<file path="config.mk">
export PLATFORM = sky130hd
export DESIGN_NAME = spi_master_multimode_flat
export DESIGN_NICKNAME = d
export VERILOG_FILES = /design/src/rtl/spi_master_multimode_if.sv /design/src/rtl/spi_master_multimode.sv /design/src/flat_wrapper.sv
export SDC_FILE = /design/constraint.sdc
export NUM_CORES = 1
export LEC_CHECK = 0
export ABC_AREA = 0
export ABC_CLOCK_PERIOD_IN_PS = 3600
export CAP_MARGIN = 15
export CELL_PAD_IN_SITES_DETAIL_PLACEMENT = 0
export CELL_PAD_IN_SITES_GLOBAL_PLACEMENT = 1
export CORE_MARGIN = 8
export CORE_UTILIZATION = 40
export CTS_CLUSTER_DIAMETER = 150
export DETAILED_ROUTE_END_ITERATION = 8
export GPL_TIMING_DRIVEN = 0
export PLACE_DENSITY_LB_ADDON = 0.1
export SYNTH_ARGS = -nofsm -noshare
export SYNTH_HDL_FRONTEND = slang
export SYNTH_SLANG_ARGS = --single-unit
</file>
<file path="constraint.sdc">
create_clock -name clk -period 3.6 [get_ports clk]
set_input_delay 0.9 -clock clk [delete_from_list [all_inputs] [get_ports clk]]
set_output_delay 0.9 -clock clk [all_outputs]
set_load 0.1 [all_outputs]
</file>
<file path="src/rtl/spi_master_multimode_if.sv">
// Bus bundle for spi_master_multimode: local controller handshake plus the
// four-wire SPI side.
//
// Modports:
//   master - the SPI master block: takes start/tx_data/mode bits/cs_sel/miso,
//            drives busy/done/rx_data/sclk/mosi/cs_n/state_dbg.
//   slave  - the opposite view, for whatever sits around the master
//            (local controller together with the SPI slave side).
//
// Handshake (start/busy/done): start is taken only on a rising clk edge where
// the master is idle (busy=0); the accepting edge latches tx_data, cpol, cpha,
// lsb_first and cs_sel, and busy is high from the next cycle.  A start seen
// while busy=1 is dropped, not queued.  done is a single-cycle pulse with
// busy=0 and rx_data valid; a start held high in that cycle begins the next
// transfer immediately.
interface spi_master_multimode_if #(
    parameter int DATA_WIDTH = 8,
    parameter int NUM_CS     = 1
);
    localparam int CS_W = (NUM_CS > 1) ? $clog2(NUM_CS) : 1;

    logic                  start;
    logic [DATA_WIDTH-1:0] tx_data;
    logic                  cpol;
    logic                  cpha;
    logic                  lsb_first;
    logic [CS_W-1:0]       cs_sel;
    logic                  busy;
    logic                  done;
    logic [DATA_WIDTH-1:0] rx_data;
    logic                  sclk;
    logic                  mosi;
    logic                  miso;
    logic [NUM_CS-1:0]     cs_n;
    logic [1:0]            state_dbg;

    modport master (
        input  start, tx_data, cpol, cpha, lsb_first, cs_sel, miso,
        output busy, done, rx_data, sclk, mosi, cs_n, state_dbg
    );

    modport slave (
        output start, tx_data, cpol, cpha, lsb_first, cs_sel, miso,
        input  busy, done, rx_data, sclk, mosi, cs_n, state_dbg
    );
endinterface

</file>
<file path="src/rtl/spi_master_multimode.sv">
// SPI master with runtime CPOL/CPHA (modes 0-3), MSB/LSB-first ordering,
// a fixed SCLK divider and NUM_CS chip selects.
//
// Ports:
//   clk   - system clock, rising edge
//   reset - asynchronous, active-low
//   bus   - spi_master_multimode_if.master (handshake, mode bits, SPI pins,
//           FSM state for debug)
//
// Timing: a transfer is SETUP (CLK_DIV cycles, sclk idle), XFER
// (2*DATA_WIDTH half-periods of CLK_DIV cycles each) and HOLD (CLK_DIV
// cycles, sclk idle, chip select still low); done follows in the next cycle.
// SCLK edge k is launched at the clock edge that begins half-period k, so
// the first SCLK edge comes CLK_DIV cycles after chip select falls.
module spi_master_multimode #(
    parameter int DATA_WIDTH = 8,
    parameter int NUM_CS     = 1,
    parameter int CLK_DIV    = 2
) (
    input logic                    clk,
    input logic                    reset,
    spi_master_multimode_if.master bus
);
    localparam int CS_W   = (NUM_CS > 1) ? $clog2(NUM_CS) : 1;
    localparam int DIV_W  = (CLK_DIV > 1) ? $clog2(CLK_DIV) : 1;
    localparam int EDGE_W = $clog2(2 * DATA_WIDTH);
    localparam logic [DIV_W-1:0]  DIV_LAST  = DIV_W'(CLK_DIV - 1);
    localparam logic [EDGE_W-1:0] EDGE_LAST = EDGE_W'(2 * DATA_WIDTH - 1);

    typedef enum logic [1:0] {
        IDLE  = 2'd0,
        SETUP = 2'd1,
        XFER  = 2'd2,
        HOLD  = 2'd3
    } state_t;

    state_t state_q, state_d;

    logic [DIV_W-1:0]      div_cnt;
    logic [EDGE_W-1:0]     edge_cnt;   // half-period currently running in XFER
    logic [DATA_WIDTH-1:0] tx_sh;      // bits still to be put on mosi
    logic [DATA_WIDTH-1:0] rx_sh;
    logic                  cpol_q, cpha_q, lsb_q;
    logic                  busy_q, done_q, sclk_q, mosi_q;
    logic [DATA_WIDTH-1:0] rx_q;
    logic [NUM_CS-1:0]     cs_n_q;
    logic [NUM_CS-1:0]     cs_dec;

    logic                  div_last, edge_last;
    logic                  accept, edge_go, lead, do_sample, do_drive;
    logic [EDGE_W-1:0]     edge_idx;   // index of the SCLK edge fired this cycle

    assign div_last  = (div_cnt == DIV_LAST);
    assign edge_last = (edge_cnt == EDGE_LAST);

    // Out-of-range cs_sel matches no line, so the transfer runs deselected.
    always_comb begin
        cs_dec = '1;
        for (int i = 0; i < NUM_CS; i++) begin
            if (bus.cs_sel == CS_W'(i)) cs_dec[i] = 1'b0;
        end
    end

    always_ff @(posedge clk or negedge reset) begin
        if (!reset) state_q <= IDLE;
        else        state_q <= state_d;
    end

    always_comb begin
        state_d   = state_q;
        accept    = 1'b0;
        edge_go   = 1'b0;
        edge_idx  = '0;
        case (state_q)
            IDLE: begin
                if (bus.start) begin
                    state_d = SETUP;
                    accept  = 1'b1;
                end
            end
            SETUP: begin
                if (div_last) begin
                    state_d = XFER;
                    edge_go = 1'b1;
                end
            end
            XFER: begin
                if (div_last) begin
                    if (edge_last) begin
                        state_d = HOLD;
                    end else begin
                        edge_go  = 1'b1;
                        edge_idx = edge_cnt + EDGE_W'(1);
                    end
                end
            end
            HOLD: begin
                if (div_last) state_d = IDLE;
            end
            default: state_d = IDLE;
        endcase
        // Even edges are leading. CPHA=0 samples on leading and shifts on
        // trailing (skipping the final trailing edge); CPHA=1 the reverse.
        lead      = ~edge_idx[0];
        do_sample = edge_go & (lead ^ cpha_q);
        do_drive  = edge_go & ~(lead ^ cpha_q) & (edge_idx != EDGE_LAST);
    end

    always_ff @(posedge clk or negedge reset) begin
        if (!reset) begin
            div_cnt  <= '0;
            edge_cnt <= '0;
            tx_sh    <= '0;
            rx_sh    <= '0;
            cpol_q   <= 1'b0;
            cpha_q   <= 1'b0;
            lsb_q    <= 1'b0;
            busy_q   <= 1'b0;
            done_q   <= 1'b0;
            sclk_q   <= 1'b0;
            mosi_q   <= 1'b0;
            rx_q     <= '0;
            cs_n_q   <= '1;
        end else begin
            done_q <= 1'b0;

            if (state_q == IDLE || div_last) div_cnt <= '0;
            else                             div_cnt <= div_cnt + DIV_W'(1);

            if (accept) begin
                cpol_q   <= bus.cpol;
                cpha_q   <= bus.cpha;
                lsb_q    <= bus.lsb_first;
                busy_q   <= 1'b1;
                sclk_q   <= bus.cpol;
                cs_n_q   <= cs_dec;
                rx_sh    <= '0;
                edge_cnt <= '0;
                // CPHA=0 needs the first bit valid before the first edge,
                // so it goes out at accept; CPHA=1 drives it on edge 0.
                if (!bus.cpha) begin
                    mosi_q <= bus.lsb_first ? bus.tx_data[0] : bus.tx_data[DATA_WIDTH-1];
                    tx_sh  <= bus.lsb_first ? (bus.tx_data >> 1) : (bus.tx_data << 1);
                end else begin
                    tx_sh  <= bus.tx_data;
                end
            end

            if (edge_go) begin
                sclk_q   <= ~sclk_q;
                edge_cnt <= edge_idx;
            end

            if (do_drive) begin
                mosi_q <= lsb_q ? tx_sh[0] : tx_sh[DATA_WIDTH-1];
                tx_sh  <= lsb_q ? (tx_sh >> 1) : (tx_sh << 1);
            end

            if (do_sample) begin
                rx_sh <= lsb_q ? {bus.miso, rx_sh[DATA_WIDTH-1:1]}
                               : {rx_sh[DATA_WIDTH-2:0], bus.miso};
            end

            // An even number of edges already leaves sclk at cpol; pinning it
            // here keeps the idle level explicit through HOLD.
            if (state_q == HOLD) sclk_q <= cpol_q;

            if (state_q == HOLD && div_last) begin
                busy_q <= 1'b0;
                done_q <= 1'b1;
                cs_n_q <= '1;
                rx_q   <= rx_sh;
            end
        end
    end

    assign bus.busy      = busy_q;
    assign bus.done      = done_q;
    assign bus.rx_data   = rx_q;
    assign bus.sclk      = sclk_q;
    assign bus.mosi      = mosi_q;
    assign bus.cs_n      = cs_n_q;
    assign bus.state_dbg = state_q;
endmodule

</file>
<file path="src/flat_wrapper.sv">
// flat-port wrapper written by rule: the top's interface ports become plain ports
module spi_master_multimode_flat 
#(
    parameter int DATA_WIDTH = 8,
    parameter int NUM_CS     = 1,
    parameter int CLK_DIV    = 2
)
  (clk, reset, bus_start, bus_tx_data, bus_cpol, bus_cpha, bus_lsb_first, bus_cs_sel, bus_miso, bus_busy, bus_done, bus_rx_data, bus_sclk, bus_mosi, bus_cs_n, bus_state_dbg);
  spi_master_multimode_if #(.DATA_WIDTH(DATA_WIDTH), .NUM_CS(NUM_CS)) bus_i ();
  input logic clk;
  input logic reset;
  input wire logic [$bits(bus_i.start)-1:0] bus_start;
  input wire logic [$bits(bus_i.tx_data)-1:0] bus_tx_data;
  input wire logic [$bits(bus_i.cpol)-1:0] bus_cpol;
  input wire logic [$bits(bus_i.cpha)-1:0] bus_cpha;
  input wire logic [$bits(bus_i.lsb_first)-1:0] bus_lsb_first;
  input wire logic [$bits(bus_i.cs_sel)-1:0] bus_cs_sel;
  input wire logic [$bits(bus_i.miso)-1:0] bus_miso;
  output wire logic [$bits(bus_i.busy)-1:0] bus_busy;
  output wire logic [$bits(bus_i.done)-1:0] bus_done;
  output wire logic [$bits(bus_i.rx_data)-1:0] bus_rx_data;
  output wire logic [$bits(bus_i.sclk)-1:0] bus_sclk;
  output wire logic [$bits(bus_i.mosi)-1:0] bus_mosi;
  output wire logic [$bits(bus_i.cs_n)-1:0] bus_cs_n;
  output wire logic [$bits(bus_i.state_dbg)-1:0] bus_state_dbg;
  assign bus_i.start = bus_start;
  assign bus_i.tx_data = bus_tx_data;
  assign bus_i.cpol = bus_cpol;
  assign bus_i.cpha = bus_cpha;
  assign bus_i.lsb_first = bus_lsb_first;
  assign bus_i.cs_sel = bus_cs_sel;
  assign bus_i.miso = bus_miso;
  assign bus_busy = bus_i.busy;
  assign bus_done = bus_i.done;
  assign bus_rx_data = bus_i.rx_data;
  assign bus_sclk = bus_i.sclk;
  assign bus_mosi = bus_i.mosi;
  assign bus_cs_n = bus_i.cs_n;
  assign bus_state_dbg = bus_i.state_dbg;
  spi_master_multimode #(.DATA_WIDTH(DATA_WIDTH), .NUM_CS(NUM_CS), .CLK_DIV(CLK_DIV)) u_core (.clk(clk), .reset(reset), .bus(bus_i));
endmodule
</file>
# Word-level counts from Yosys, hierarchy flattened
# Cells that the tools add are included.
# W data, S select, Z words.
# word_totals
in_bits	16
output_inout_bits	15
latch_bits	0
ramBits	0
n_memories	0
rom_bits	0
register_bits	39
# classes
order_cmp	0
n_div	0
bitwise_logic	7
multipliers	0
shifts	0
n_reduce_logical	10
muxes	40
add_sub_neg	2
n_eq_ne	11
# op_table
op	count
$mux W8	8
$mux W1	20
$mux W4	5
$mux W2	5
$ne A2 B1 Y1 const B	5
$pmux W2 S4	1
$reduce_bool A2 Y1	4
$reduce_and A5 Y1	1
$add A4 B1 Y4 const B	1
$eq A2 B2 Y1 const B	2
$eq A4 B4 Y1 const B	1
$ne A4 B4 Y1 const B	1
$and A1 B1 Y1	3
$not A1 Y1	3
$reduce_bool A3 Y1	1
$eq A2 B1 Y1 const B	1
$logic_not A2 Y1	1
$ne A2 B2 Y1 const B	1
$pmux W1 S2	1
$reduce_and A2 Y1	1
$add A1 B1 Y1 const B	1
$logic_and A1 B1 Y1	1
$logic_or A1 B1 Y1	1
$xor A1 B1 Y1	1

# Logic depth before layout (Yosys ltp)
# depth
ltp_word	11
depth_mapped	7
mapped_depth_nobuf	6

# Worst setup path before layout
# No wires, ideal clock.
# synth_path
path_kind	flip-flop to flip-flop
from	register u_core.state_q[0], in the netlist u_core.bus.state_dbg[0]
to	register u_core.rx_sh[0]
setup_time_ns	0.079
t_required_ns	3.521
slack_ns	1.182
n_path_buf	1
stages_incl_launch_ff	8
synth_period_minus_slack_ns	2.418
t_arrival_ns	2.339
cell_sequence	dfrtp_1 inv_1 ha_1 or2_4 o2111ai_4 nand3b_1 buf_6 mux2i_1
# synth_between
elab_chain_len	6
elab_cells_between_ends	11
cone_classes	2 x eq/ne; 4 x mux; 3 x bitwise; 2 x reduce/logical
# synth_rtl
element	line	rtl
from (decl)	spi_master_multimode.sv:37	state_t state_q, state_d;
from (signal assigned)	spi_master_multimode.sv:66	else state_q <= state_d;
$eq A2 B2 Y1	spi_master_multimode.sv:74	case (state_q)
$mux W4	spi_master_multimode.sv:74	
$not A1 Y1	spi_master_multimode.sv:104	lead = ~edge_idx[0];
$xor A1 B1 Y1	spi_master_multimode.sv:105	do_sample = edge_go & (lead ^ cpha_q);
$and A1 B1 Y1	spi_master_multimode.sv:105	
$mux W8 / $reduce_bool A2 Y1 (equally long branches)	n/a	
to (signal assigned)	spi_master_multimode.sv:160	rx_sh <= lsb_q ? {bus.miso, rx_sh[DATA_WIDTH-1:1]}
to (decl)	spi_master_multimode.sv:42	logic [DATA_WIDTH-1:0] rx_sh;
# Parallel ways exist; a longest one is shown, timed or not.
# A chain may end at the register's enable or synchronous reset.

# Worst setup path in the final report
# layout_path
from	register u_core.cs_n_q, in the netlist u_core.bus.cs_n
to	output port bus_cs_n
# layout_rtl
element	line	rtl
from (decl)	spi_master_multimode.sv:46	logic [NUM_CS-1:0] cs_n_q;
from (signal assigned)	spi_master_multimode.sv:136	cs_n_q <= cs_dec;
to (decl)	flat_wrapper.sv:24	output wire logic [$bits(bus_i.cs_n)-1:0] bus_cs_n;
# No word-level cell between the ends.

==> flow_summary.ini <==
[critical_path]
crit_path_cell_trace = clkdlybuf4s50_1
crit_path_start_kind = register
cp-end-kind = output port
regToRegSetupSlack_ns = 1.56
r2r_cells = 7
required_ns = 2.70
critical_path_class = reg -> out
cpLargestDelayFamily = buffers and inverters
cp.arrival_ns = 1.95
r2r_start = u_core.bus.state_dbg[0]$_DFFE_PN0P_
path_max_fanout = 2
cp-startpoint = u_core.bus.cs_n$_DFFE_PN1P_
worst_r2r_endpoint = u_core.rx_sh[3]$_DFFE_PN0P_
path_buf_inv = 1
slowest_stage = clkdlybuf4s50_1
max_stage_delay_ns = 1.13

[timing]
worst_slew_pin_slew_ns = 0.984
tns_ns = 0
rsz0062_at_grt = false
fmax_mhz = 351
setup_viol = 0
min_period_over_period_pct = 79.1
slew_headroom_pct = 34.2
final_hold_viol_count = 0
clock-skew-final_ns = 0.00681
finalMaxSlewViolations = 0
layout_min_cycle_time_ns = 2.85

[clock_network]
clkSinkCount = 39
clk-insertion-delay-late_ns = 0.28
numCtsBuffers = 5
cts_resized = 0
hold_buffers = 0
path_clk_slew_ns = 0.07
htreeDepth = 2
cts_setup_buffers = 0
clockBufferDepth = 2
root_buffer = clkbuf_8
cts_tree = yes

[yosys]
ys_seq_area_share_pct = 45.6
synth_top_area_share_pct = 44.4
ys_types = 30
netlist_instances = 199
synth.most_common_cell = mux2i_1
synth_edf_count = 0
synth-async-reset-ratio_pct = 100
synth_top_area_cell = dfrtp_1
synth_seq_cells = 39
syn-cell-area_um2 = 2140
yosysWarnings = 0
syn_area_per_cell_um2 = 10.8
ys.flop_type = dfrtp_1
synth_common_cells = mux2i_1, dfrtp_1, nand2_1
syn_nets = 221
yosys-top-cells-area = dfrtp_1, mux2i_1, mux2_2

[finish]
final_nets = 256
drive_gt1_share_pct = 13.6
syn2layout_area_growth_pct = 20.7
final_util_pct = 50.3
diodes = 0
nFillCells = 517
layout.cells.non_filler = 305
finalInstanceArea_um2 = 2590

[placed_design]
dpl_cell_area_um2 = 2510
io_buffers = 28
routabilityCongestion = 0.813
hpwl_um = 3500
dp_cells = 297

[routing]
wire_per_inst_um = 15.2
final_antenna_net_count = 0
dr.pass1.iters = 4
routed_wl_um = 4640
drt_iter0_drc = 44
vias = 1565
drc = 0
viasPerCell = 5.13

[min_path]
whs_endpoint = u_core.bus.sclk$_DFFE_PN0P_
hp-class = reg -> reg
hold_depth = 2
hp-start = u_core.cpol_q$_DFFE_PN0P_

[floorplan]
initial_core_util_pct = 41.7
num_rows = 26
die_area_um2 = 7960
io-pin-count = 31
core_area_um2 = 5140
die_h_um = 89.2
die_w_um = 89.2

[status]
status = finished clean

[power_and_ir_drop]
internal-power_mw = 1.27
power_density_nw_per_um2 = 980
p_seq_share_pct = 30.4
p_clk_share_pct = 10.8
irDropWorstVdd_mv = 0.577
leakage_nw = 1.24
combPwrFrac_pct = 58.8
switching_share_pct = 50.0
p_switching_mw = 1.27

[global_route]
grt_overflow = 0
grt_max_degree = 40
grt_pass1_wl_um = 7840
grt_pass1_vias = 1628
grt_util_all_layers_pct = 12.7
antenna_found_initial = 0

[job]
cap_violations = 0
-- how the worst max path moves through the flow --
stage	end	slack (ns)	cells past startpoint
floorplan	u_core.rx_sh[0]$_DFFE_PN0P_	1.18	7
global route	bus_cs_n	0.70	1
global placement	u_core.tx_sh[6]$_DFFE_PN0P_	0.71	1
detailed placement	u_core.rx_sh[3]$_DFFE_PN0P_	0.91	6
CTS	bus_cs_n	0.72	1
finish	bus_cs_n	0.75	1
-- cell type report --
cell class / count / area [um2] / area share [%]
Clock inverter: 1 / 5.00 / 0.193
Clock buffer: 7 / 76.3 / 2.95
Inverter: 3 / 11.3 / 0.435
Sequential cell: 39 / 977 / 37.8
Buffer: 12 / 67.6 / 2.61
Tap cell: 70 / 87.6 / 3.38
Multi-Input combinational cell: 145 / 1090 / 42.0
Timing Repair Buffer: 28 / 275 / 10.6
-- registers in the layout, indices dropped and copies added (netlist names) --
| signal | cells |
|---|---|
| u_core.bus.mosi | 1 |
| u_core.bus.state_dbg | 2 |
| u_core.div_cnt | 1 |
| u_core.bus.rx_data | 8 |
| u_core.bus.busy | 1 |
| u_core.cpol_q | 1 |
| u_core.edge_cnt | 4 |
| u_core.bus.cs_n | 1 |
| u_core.cpha_q | 1 |
| u_core.bus.sclk | 1 |
| u_core.tx_sh | 8 |
| u_core.lsb_q | 1 |
| u_core.bus.done | 1 |
| u_core.rx_sh | 8 |
-- metrics by stage --
step / worst slack (ns) / hold slack, ns / total power, mW
4_1_cts: 0.723 / 0.508 / 2.57
3_3_place_gp: 0.708 / 0.469 / 2.24
6_report: 0.752 / 0.502 / 2.54
5_1_grt: 0.699 / 0.519 / 2.69
3_5_place_dp: 0.912 / 0.491 / 2.28
2_1_floorplan: 1.18 / 0.453 / 1.92
-- kinds of logic (layout without fill, tap and decap cells) --
| group | after synthesis | count (layout) | synth area share (%) |
|---|---|---|---|
| simple gates | 58 | 58 | 12.6 |
| flops | 39 | 39 | 45.6 |
| buf+inv | 15 | 51 | 3.68 |
| mux | 54 | 54 | 26.0 |
| compound gates | 26 | 26 | 8.29 |
| xor+xnor | 1 | 1 | 0.409 |
| fa+ha+maj | 6 | 6 | 3.50 |
-- cells in the final DEF, fill, tap and decap left out, types with 4 or more instances in the layout --
cell type,synthesis,final
a211oi_1,6,6
a21oi_1,7,7
buf_2,6,7
clkbuf_1,2,4
clkbuf_8,0,5
clkdlybuf4s50_1,0,27
dfrtp_1,38,38
ha_1,6,6
mux2_2,13,13
mux2i_1,41,41
nand2_1,24,24
nand3_1,9,9
nor2_1,11,11
nor3_1,6,6
o21ai_0,7,7
-- power by group through the flow --
stage                     logic, mW  registers, mW  clock network [mW]
after floorplan               0.640           1.28                   0
after detailed placement       1.50          0.779                   0
final                          1.49          0.770               0.275
after global placement         1.47          0.767                   0
after CTS                      1.51          0.772               0.289
after global routing           1.59          0.794               0.307
-- per-layer routing --
| layer | part of all wire, % | global-route usage (%) | vias up |
|---|---|---|---|
| met1 | 47 | 15.8 | 758 |
| met2 | 45 | 19.9 | 33 |
| met4 | 1.1 | 3.63 | 0 |
| met5 | 0 | 0 | - |
| li1 | - | - | 769 |
| met3 | 6.7 | 4.69 | 5 |
Power figures use the tool's default switching activity.
